$ cat config.mk
export PLATFORM = sky130hd
export DESIGN_NAME = seq2b8_game
export DESIGN_NICKNAME = d
export VERILOG_FILES = /design/src/rtl/seq2b8_game.sv
export SDC_FILE = /design/constraint.sdc
export NUM_CORES = 1
export LEC_CHECK = 0
export CORE_UTILIZATION = 54
export DETAILED_ROUTE_END_ITERATION = 10
export GPL_ROUTABILITY_DRIVEN = 1
export PLACE_DENSITY = 0.76
export REMOVE_ABC_BUFFERS = 1
export SLEW_MARGIN = 20
export SYNTH_ARGS = -nofsm -noshare
export SYNTH_HDL_FRONTEND = slang
export SYNTH_SLANG_ARGS = --single-unit
$ cat constraint.sdc
create_clock -name clk -period 2.95 [get_ports clk]
set_input_delay 0.295 -clock clk [delete_from_list [all_inputs] [get_ports clk]]
set_output_delay 0.295 -clock clk [all_outputs]
set_load 0.02 [all_outputs]
$ cat src/rtl/seq2b8_game.sv
// rtl/seq2b8_game.sv - Simon-style memory game core: 4 lamps, 4 buttons, 8 levels
module seq2b8_game #(
    parameter int SHOW_CYC = 2,
    parameter int GAP_CYC  = 1,
    parameter int FAIL_CYC = 4
) (
    input  logic       clk,
    input  logic       reset,
    input  logic       on,
    input  logic       setzero,
    input  logic       start,
    input  logic [3:0] b,
    output logic [3:0] l,
    output logic       win
);

    localparam int MAX_AB  = (SHOW_CYC > GAP_CYC) ? SHOW_CYC : GAP_CYC;
    localparam int MAX_CYC = (MAX_AB > FAIL_CYC) ? MAX_AB : FAIL_CYC;
    localparam int TW      = (MAX_CYC > 1) ? $clog2(MAX_CYC) : 1;

    typedef enum logic [2:0] {
        S_IDLE,
        S_SHOW_ON,
        S_SHOW_GAP,
        S_WAIT_IN,
        S_FAIL,
        S_WIN
    } state_t;

    state_t        state_q, state_d;
    logic [2:0]    level_q, level_d;
    logic [2:0]    idx_q, idx_d;
    logic [TW-1:0] timer_q, timer_d;
    logic [15:0]   seq_q, seq_d;
    logic [15:0]   lfsr_q, lfsr_d;
    logic [3:0]    b_prev_q;
    logic [3:0]    l_q, l_d;
    logic          win_q, win_d;

    logic [1:0]    sym_cur;
    logic [1:0]    sym_nxt;
    logic          press;
    logic          press_ok;

    assign lfsr_d   = {lfsr_q[14:0], lfsr_q[15] ^ lfsr_q[13] ^ lfsr_q[12] ^ lfsr_q[10]};
    assign sym_cur  = seq_q[{idx_q, 1'b0} +: 2];
    assign press    = (b != 4'b0000) && (b_prev_q == 4'b0000);
    assign press_ok = (b == (4'b0001 << sym_cur));

    always_comb begin
        state_d = state_q;
        level_d = level_q;
        idx_d   = idx_q;
        timer_d = timer_q;
        seq_d   = seq_q;
        l_d     = 4'b0000;
        win_d   = 1'b0;
        sym_nxt = 2'd0;

        if (!on || setzero) begin
            state_d = S_IDLE;
            level_d = 3'd0;
            idx_d   = 3'd0;
            timer_d = '0;
        end else begin
            case (state_q)
                S_IDLE: begin
                    if (start) begin
                        seq_d   = lfsr_q;
                        level_d = 3'd0;
                        idx_d   = 3'd0;
                        timer_d = '0;
                        state_d = S_SHOW_ON;
                    end
                end
                S_SHOW_ON: begin
                    if (timer_q == TW'(SHOW_CYC - 1)) begin
                        timer_d = '0;
                        state_d = S_SHOW_GAP;
                    end else begin
                        timer_d = timer_q + TW'(1);
                    end
                end
                S_SHOW_GAP: begin
                    if (timer_q == TW'(GAP_CYC - 1)) begin
                        timer_d = '0;
                        if (idx_q == level_q) begin
                            idx_d   = 3'd0;
                            state_d = S_WAIT_IN;
                        end else begin
                            idx_d   = idx_q + 3'd1;
                            state_d = S_SHOW_ON;
                        end
                    end else begin
                        timer_d = timer_q + TW'(1);
                    end
                end
                S_WAIT_IN: begin
                    if (press) begin
                        timer_d = '0;
                        if (!press_ok) begin
                            state_d = S_FAIL;
                        end else if (idx_q < level_q) begin
                            idx_d = idx_q + 3'd1;
                        end else if (level_q == 3'd7) begin
                            state_d = S_WIN;
                        end else begin
                            level_d = level_q + 3'd1;
                            idx_d   = 3'd0;
                            state_d = S_SHOW_ON;
                        end
                    end
                end
                S_FAIL: begin
                    if (timer_q == TW'(FAIL_CYC - 1)) begin
                        timer_d = '0;
                        level_d = 3'd0;
                        idx_d   = 3'd0;
                        state_d = S_IDLE;
                    end else begin
                        timer_d = timer_q + TW'(1);
                    end
                end
                S_WIN: begin
                    state_d = S_WIN;
                end
                default: begin
                    state_d = S_IDLE;
                end
            endcase
        end

        // Lamps are decoded from the next state so they track the deciding edge.
        sym_nxt = seq_d[{idx_d, 1'b0} +: 2];
        case (state_d)
            S_SHOW_ON: l_d   = 4'b0001 << sym_nxt;
            S_FAIL:    l_d   = 4'b1111;
            S_WIN:     win_d = 1'b1;
            default:   l_d   = 4'b0000;
        endcase
    end

    always_ff @(posedge clk) begin
        if (!reset) begin
            state_q  <= S_IDLE;
            level_q  <= 3'd0;
            idx_q    <= 3'd0;
            timer_q  <= '0;
            seq_q    <= 16'h0000;
            lfsr_q   <= 16'h0001;
            b_prev_q <= 4'b0000;
            l_q      <= 4'b0000;
            win_q    <= 1'b0;
        end else begin
            state_q  <= state_d;
            level_q  <= level_d;
            idx_q    <= idx_d;
            timer_q  <= timer_d;
            seq_q    <= seq_d;
            lfsr_q   <= lfsr_d;
            b_prev_q <= b;
            l_q      <= l_d;
            win_q    <= win_d;
        end
    end

    assign l   = l_q;
    assign win = win_q;

endmodule

Word level (Yosys, flattened, before mapping):

Index checks and enable logic that the tools add are counted.

* latch bits: 0
* output and inout bits: 5
* bits in read-only memories: 0
* bits in writable memories: 0
* memories kept: 0
* register bits after elaboration: 52

* bitwise operators: 4
* shifts and indexed selects: 4
* $add $sub $neg: 3
* muxes and demuxes: 39
* order comparisons: 1
* equal/unequal tests: 19
* div/mod/pow operators: 0
* multipliers: 0
* reduce and logical (&&, ||, !) cells: 12

Operators by type and width (number)
* 2-to-1 mux 3 bit: 24
* 2-to-1 mux 16 bit: 3
* variable part select 16 x 5 -> 2 bit: 2
* case mux 3 bit (6 select lines): 1
* == test 3 bit (second input constant): 5
* 2-to-1 mux 2 bit: 6
* inequality test 2 bit (second input constant): 6
* case mux 3 bit (4 select lines): 1
* case mux 2 bit (5 select lines): 1
* case mux 3 bit (3 select lines): 1
* case mux 4 bit (2 select lines): 1
* left shift 1 x 2 -> 4 bit (first input constant): 2
* AND reduction 7 bit: 1
* adder 3 x 1 -> 3 bit (second input constant): 2
* == test 3 x 1 -> 1 bit (second input constant): 2
* == test 3 x 2 -> 1 bit (second input constant): 2
* nonzero test 5 bit: 1
* == test 4 bit: 1
* zero test 4 bit: 1
* nonzero test 4 bit: 1
* == test 3 bit: 1
* zero test 3 bit: 1
* less-than comparator 3 bit: 1
* AND reduction 3 bit: 1
* 12 further kinds: 14

Depth between registers and ports, before layout:

* depth in word-level cells: 10
* mapped depth: 15

Least setup slack after synthesis:

Ideal clock, no wire load.

* path kind: flip-flop to flip-flop
* from: register idx_q[0]
* to: register l_q[1] (netlist: l[1])
* path slack: -0.210 ns
* data required time: 2.867 ns
* cell stages (with the launch flop): 12
* data arrival time: 3.077 ns
* setup time: 0.083 ns
* path buffers: 1
* path through: dfxtp_1 > buf_6 > mux4_2 > o22ai_1 > nor2_1 > o31ai_4 > nor2_1 > a311oi_4 > mux2_1 > o221ai_1 > or2b_1 > o221ai_1

* longest elaborated chain between the ends: 10
* elaborated cells on any way between the ends: 28
* those cells by class: 1 x add/sub; 1 x order compare; 4 x eq/ne; 4 x shift; 18 x mux

RTL lines
* start: declaration: RTL line 32 `logic [2:0] idx_q, idx_d;`
* start signal: assignment: RTL line 157 `idx_q <= idx_d;`
* variable part select 16 x 5 -> 2 bit: RTL line 46 `assign sym_cur = seq_q[{idx_q, 1'b0} +: 2];`
* left shift 1 x 2 -> 4 bit: RTL line 48 `assign press_ok = (b == (4'b0001 << sym_cur));`
* == test 4 bit: RTL line 48
* 2-to-1 mux 3 bit: RTL line 101 `if (!press_ok) begin`
* 2-to-1 mux 3 bit: RTL line 99 `if (press) begin`
* case mux 3 bit (4 select lines): RTL line 66 `case (state_q)`
* 2-to-1 mux 3 bit: RTL line 60 `if (!on || setzero) begin`
* variable part select 16 x 5 -> 2 bit: RTL line 134 `sym_nxt = seq_d[{idx_d, 1'b0} +: 2];`
* left shift 1 x 2 -> 4 bit: RTL line 136 `S_SHOW_ON: l_d = 4'b0001 << sym_nxt;`
* case mux 4 bit (2 select lines) *: RTL line 135 `case (state_d)`
* end signal: assignment: RTL line 162 `l_q <= l_d;`
* end: declaration: RTL line 37 `logic [3:0] l_q, l_d;`

Every way passes the cells marked *; elsewhere a longest branch is shown, timed or not.
A chain may end at the register's enable or synchronous reset.

Worst setup path in the final report:

* from: register idx_q[0]
* to: register l_q[2] (netlist: l[2])

The elaborated chain is that of the path after synthesis.

==> impl_summary.txt <==
----------------------------------------------------
[Run status]
  Run status ... finished, violations left
  Failing checks ... setup timing

[Clocking]
  Clock Root Buffer ... sky130_fd_sc_hd__clkbuf_8
  CTS tree ... yes
  Register clock-pin slew on the reported worst setup and hold paths ... around 100 ps
  CTS H-Tree Depth ... 2
  Buffer levels on the longest clock path ... 2
  Number of clock buffers inserted by TritonCTS ... 5
  Clock latency on the worst-skew pair ... around 310 ps
  Total clock sinks ... 52

[Die]
  Die ar. ... 0.00557 mm^2
  Top Ports ... 14
  Area inside the core boundary ... between 0.005 and 0.006 mm^2
  Initial cell density of the core ... 55.8%
  Horizontal extent of the die ... 74.7 um
  Floorplan die height ... between 70 and 80 um
  Number of core rows ... 26

[Layout]
  Count of placed standard cells in the final layout, fillers left out ... 469
  Antenna diodes ... 0
  Synth-to-layout area growth ... 28.2%
  Share of the core filled with cells in the final layout ... 71.6%
  Final instance area ... roughly 0.0037 mm^2
  Layout cell share with drive strength beyond 1 ... between 20% and 30%
  Number of filler cells placed in the layout ... between 300 and 400
  Sequential cell area in the final layout ... around 0.0010 mm^2
  Net count, final ... ~420
  Combined area of the multi-input logic cells ... ~0.0018 mm^2

[Synth]
  Compound-gate portion of the synthesized area ... between 10% and 20%
  Post-synthesis adder-cell area fraction ... ~4.4%
  Main combinational cell family by area after synthesis ... simple AND/OR/NAND/NOR gates
  Share of synthesized flip-flops with an asynchronous set or reset ... 0%
  Mapped cell area ... ~0.0029 mm^2
  Avg Synthesized Cell Area ... ~8.6 um^2
  Count of state elements after synthesis ... 52
  Number of synthesized flops with an enable pin ... 0
  Synth area leader ... sky130_fd_sc_hd__dfxtp_1
  Primary FF master, synth ... sky130_fd_sc_hd__dfxtp_1
  Area contributors post-synth ... sky130_fd_sc_hd__dfxtp_1, sky130_fd_sc_hd__nand2_1, sky130_fd_sc_hd__a21oi_1
  Number of unique standard cell types used by synthesis ... 71
  Area share of the largest cell type after synthesis ... 36.5%
  Number of instances in the synthesized netlist ... between 300 and 400
  Fraction of the yosys area taken by sequential cells ... 36.5%
  Post-Synth Simple-Gate Area ... between 20% and 30%
  Xor and xnor area share after synthesis ... less than 1%
  Multiplexer fraction of the synthesized cell area ... 7.55%
  Synth cell count leaders ... sky130_fd_sc_hd__dfxtp_1, sky130_fd_sc_hd__nand2_1, sky130_fd_sc_hd__a21oi_1
  Synth Warn # ... 0
  Leading cell type by number of instances after synthesis ... sky130_fd_sc_hd__dfxtp_1

[Routing]
  Number of remaining DRC errors ... 0
  Total via count in the routed design ... approximately 2600
  Via-to-Cell Ratio ... ~5.5
  Wire length reported by the detailed router ... 7080 um
  Number of iterations in the first detailed-routing pass ... 4
  Antenna Nets Post-Route ... 0
  Number of violations reported at the end of detailed-routing iteration 0 ... 154
  Post-DR wirelength/cell ... 15.1 um

[Job]
  Number of max-capacitance violations reported ... 0

[STA]
  Rel. slew slack ... 69.5%
  Maximum achievable frequency ... between 0.3 and 0.4 GHz
  Final setup skew ... ~7.4 ps
  Period minus WS final ... around 3300 ps
  Unrepaired setup endpoints after global routing ... true
  Number of pins with negative max-slew slack in the final report ... 0
  Period utilisation layout ... 110%
  Final number of setup-violating endpoints ... 4
  Slew @ Worst Pin ... 454 ps
  Final hold violations ... 0
  Worst Slack Setup Final ... -309 ps

[Setup path]
  Count of buffer and inverter cells on the critical path ... 2
  Most repeated library cell on the critical path ... sky130_fd_sc_hd__or4b_4
  Slowest CP cell ... sky130_fd_sc_hd__or4b_4
  Critical path endpoint category ... flip-flop
  Kind of critical path ... flip-flop to flip-flop
  Startpoint types ... flip-flop
  Maximum cell stage delay along the critical path ... around 570 ps
  Crit path DAT ... around 3500 ps
  Highest fanout seen on the critical path ... 4
  Dominant delay contributor by cell family on the critical path ... simple AND/OR/NAND/NOR gates
  Crit path cell chain ... mux4_2 -> mux2i_4 -> or4b_4 -> o31ai_4 -> buf_6 -> o21ai_2 -> a32oi_2 -> nand2_1 -> or4b_4 -> inv_2 -> nand4_1 -> o211ai_1
  Worst path required time ... around 3200 ps

[Power]
  Worst vdd rail ir drop ... about 360 uV
  Total power per unit cell area ... ~340 mW/mm^2
  Lkg Pwr ... 1.43 nW
  Power consumption ... approximately 1.2 mW

[Global route]
  Number of antenna violations at the first check in global routing ... 0
  GRT Resource Usage Total ... between 20% and 30%
  First-pass GRT wire length ... around 11000 um
  Largest net degree at the start of global routing ... 26
  Final global-route overflow total ... 0
  Number of global-route vias before repair ... 2416

[Placed design]
  Cell count after placement ... 458
  Post-DP Area ... 0.00343 mm^2
  Half-perimeter wire length of the detailed placement result ... 5090 um
  Global placement routability congestion ... slightly above 0.9
  Worst setup slack before clock tree synthesis ... -393 ps
  IO Port Bufs ... 13

[Hold path]
  Hold/Removal Path Class ... flip-flop to flip-flop

----------------------------------------------------
what timing repair did:
action                     CTS  global route
hold buffers                 0             0
hold endpoints to repair     0             0
pin swaps                   21             6
buffers inserted             3             0
setup endpoints to repair    4             4
gates cloned                 0             0
resized for setup           20             9
worst paths after layout:
| check | from | end | slack [ps] | depth (start not counted) |
|---|---|---|---|---|
| max | idx_q[0] | l[2] | -310 | 12 |
| min | lfsr_q[2] | seq_q[2] | 450 | 2 |
| max reg2reg | idx_q[0] | l[2] | -310 | 12 |
| min reg2reg | lfsr_q[2] | seq_q[2] | 450 | 2 |
layout make-up:
type                       count  share of cell area [%]
multi-input combinational    247                    48.0
clock inverter                 2                   0.479
tap                           70                    2.40
clock buffer                   6                    1.99
sequential                    52                    28.6
timing repair buffer          79                    17.2
inverter                      13                    1.34
registers in the layout, indices dropped and copies added, names as in the netlist:
name / count
win: 1
idx_q: 3
state_q: 3
lfsr_q: 16
level_q: 3
seq_q: 16
b_prev_q: 4
timer_q: 2
l: 4
kinds of logic after synthesis:
family	after synthesis
DFF	52
buffers and inverters	32
muxes	15
xor gates and xnor gates	3
AOI/OAI and AO/OA	76
and+or+nand+nor	143
adders and majority gates	10
routing by layer:
| metal | vias to the layer above | part of all wire, % | global-route usage (%) |
|---|---|---|---|
| met4 | 0 | 2.1 | 9.85 |
| met1 | 1236 | 44 | 32.5 |
| met3 | 14 | 3.3 | 3.61 |
| met5 | - | 0 | 0 |
| li1 | 1298 | - | - |
| met2 | 53 | 51 | 47.4 |
worst min-delay path: stages (launching register included):
cell	delay, ps
sky130_fd_sc_hd__dfxtp_1	320
sky130_fd_sc_hd__nand2_1	50
sky130_fd_sc_hd__a21oi_1	50
metrics by stage:
stage / hold slack [ps] / TNS (ps)
floorplan: 357 / -1450
global placement: 436 / -850
detailed placement: 441 / -1400
CTS: 453 / -830
global route: 484 / -1590
finish: 450 / -1150
cell usage in the layout, fill, tap and decap left out, types with 2 or more instances in the layout:
cell,netlist,final
sky130_fd_sc_hd__buf_4,2,65
sky130_fd_sc_hd__dfxtp_1,52,50
sky130_fd_sc_hd__nand2_1,43,43
sky130_fd_sc_hd__a21oi_1,27,27
sky130_fd_sc_hd__nor2_1,24,23
sky130_fd_sc_hd__and2_1,20,20
sky130_fd_sc_hd__clkdlybuf4s50_1,0,13
sky130_fd_sc_hd__nand3_1,11,11
sky130_fd_sc_hd__o21ai_0,11,10
sky130_fd_sc_hd__ha_1,10,10
sky130_fd_sc_hd__inv_1,11,9
sky130_fd_sc_hd__nand2b_1,7,7
sky130_fd_sc_hd__nor2b_1,6,6
sky130_fd_sc_hd__mux2i_1,7,6
sky130_fd_sc_hd__nor3_1,6,5
sky130_fd_sc_hd__nor3b_1,5,5
sky130_fd_sc_hd__clkbuf_8,0,5
sky130_fd_sc_hd__mux4_2,2,4
sky130_fd_sc_hd__o211ai_1,4,4
sky130_fd_sc_hd__a31oi_1,3,3
sky130_fd_sc_hd__o221ai_2,0,3
sky130_fd_sc_hd__and3_1,4,3
sky130_fd_sc_hd__inv_2,1,3
sky130_fd_sc_hd__nor4_1,2,2
sky130_fd_sc_hd__o21a_1,2,2
sky130_fd_sc_hd__mux2_2,2,2
sky130_fd_sc_hd__mux2i_4,0,2
sky130_fd_sc_hd__or4b_4,1,2
sky130_fd_sc_hd__or3_1,2,2
sky130_fd_sc_hd__a22oi_1,2,2
sky130_fd_sc_hd__xor2_1,2,2
sky130_fd_sc_hd__o21ai_2,0,2
sky130_fd_sc_hd__inv_6,0,2
where the power goes:
group          internal [mW]  switching (mW)
clock network          0.174           0.242
logic                 0.0571          0.0626
registers              0.708         0.00404
Power figures use the tool's default switching activity.
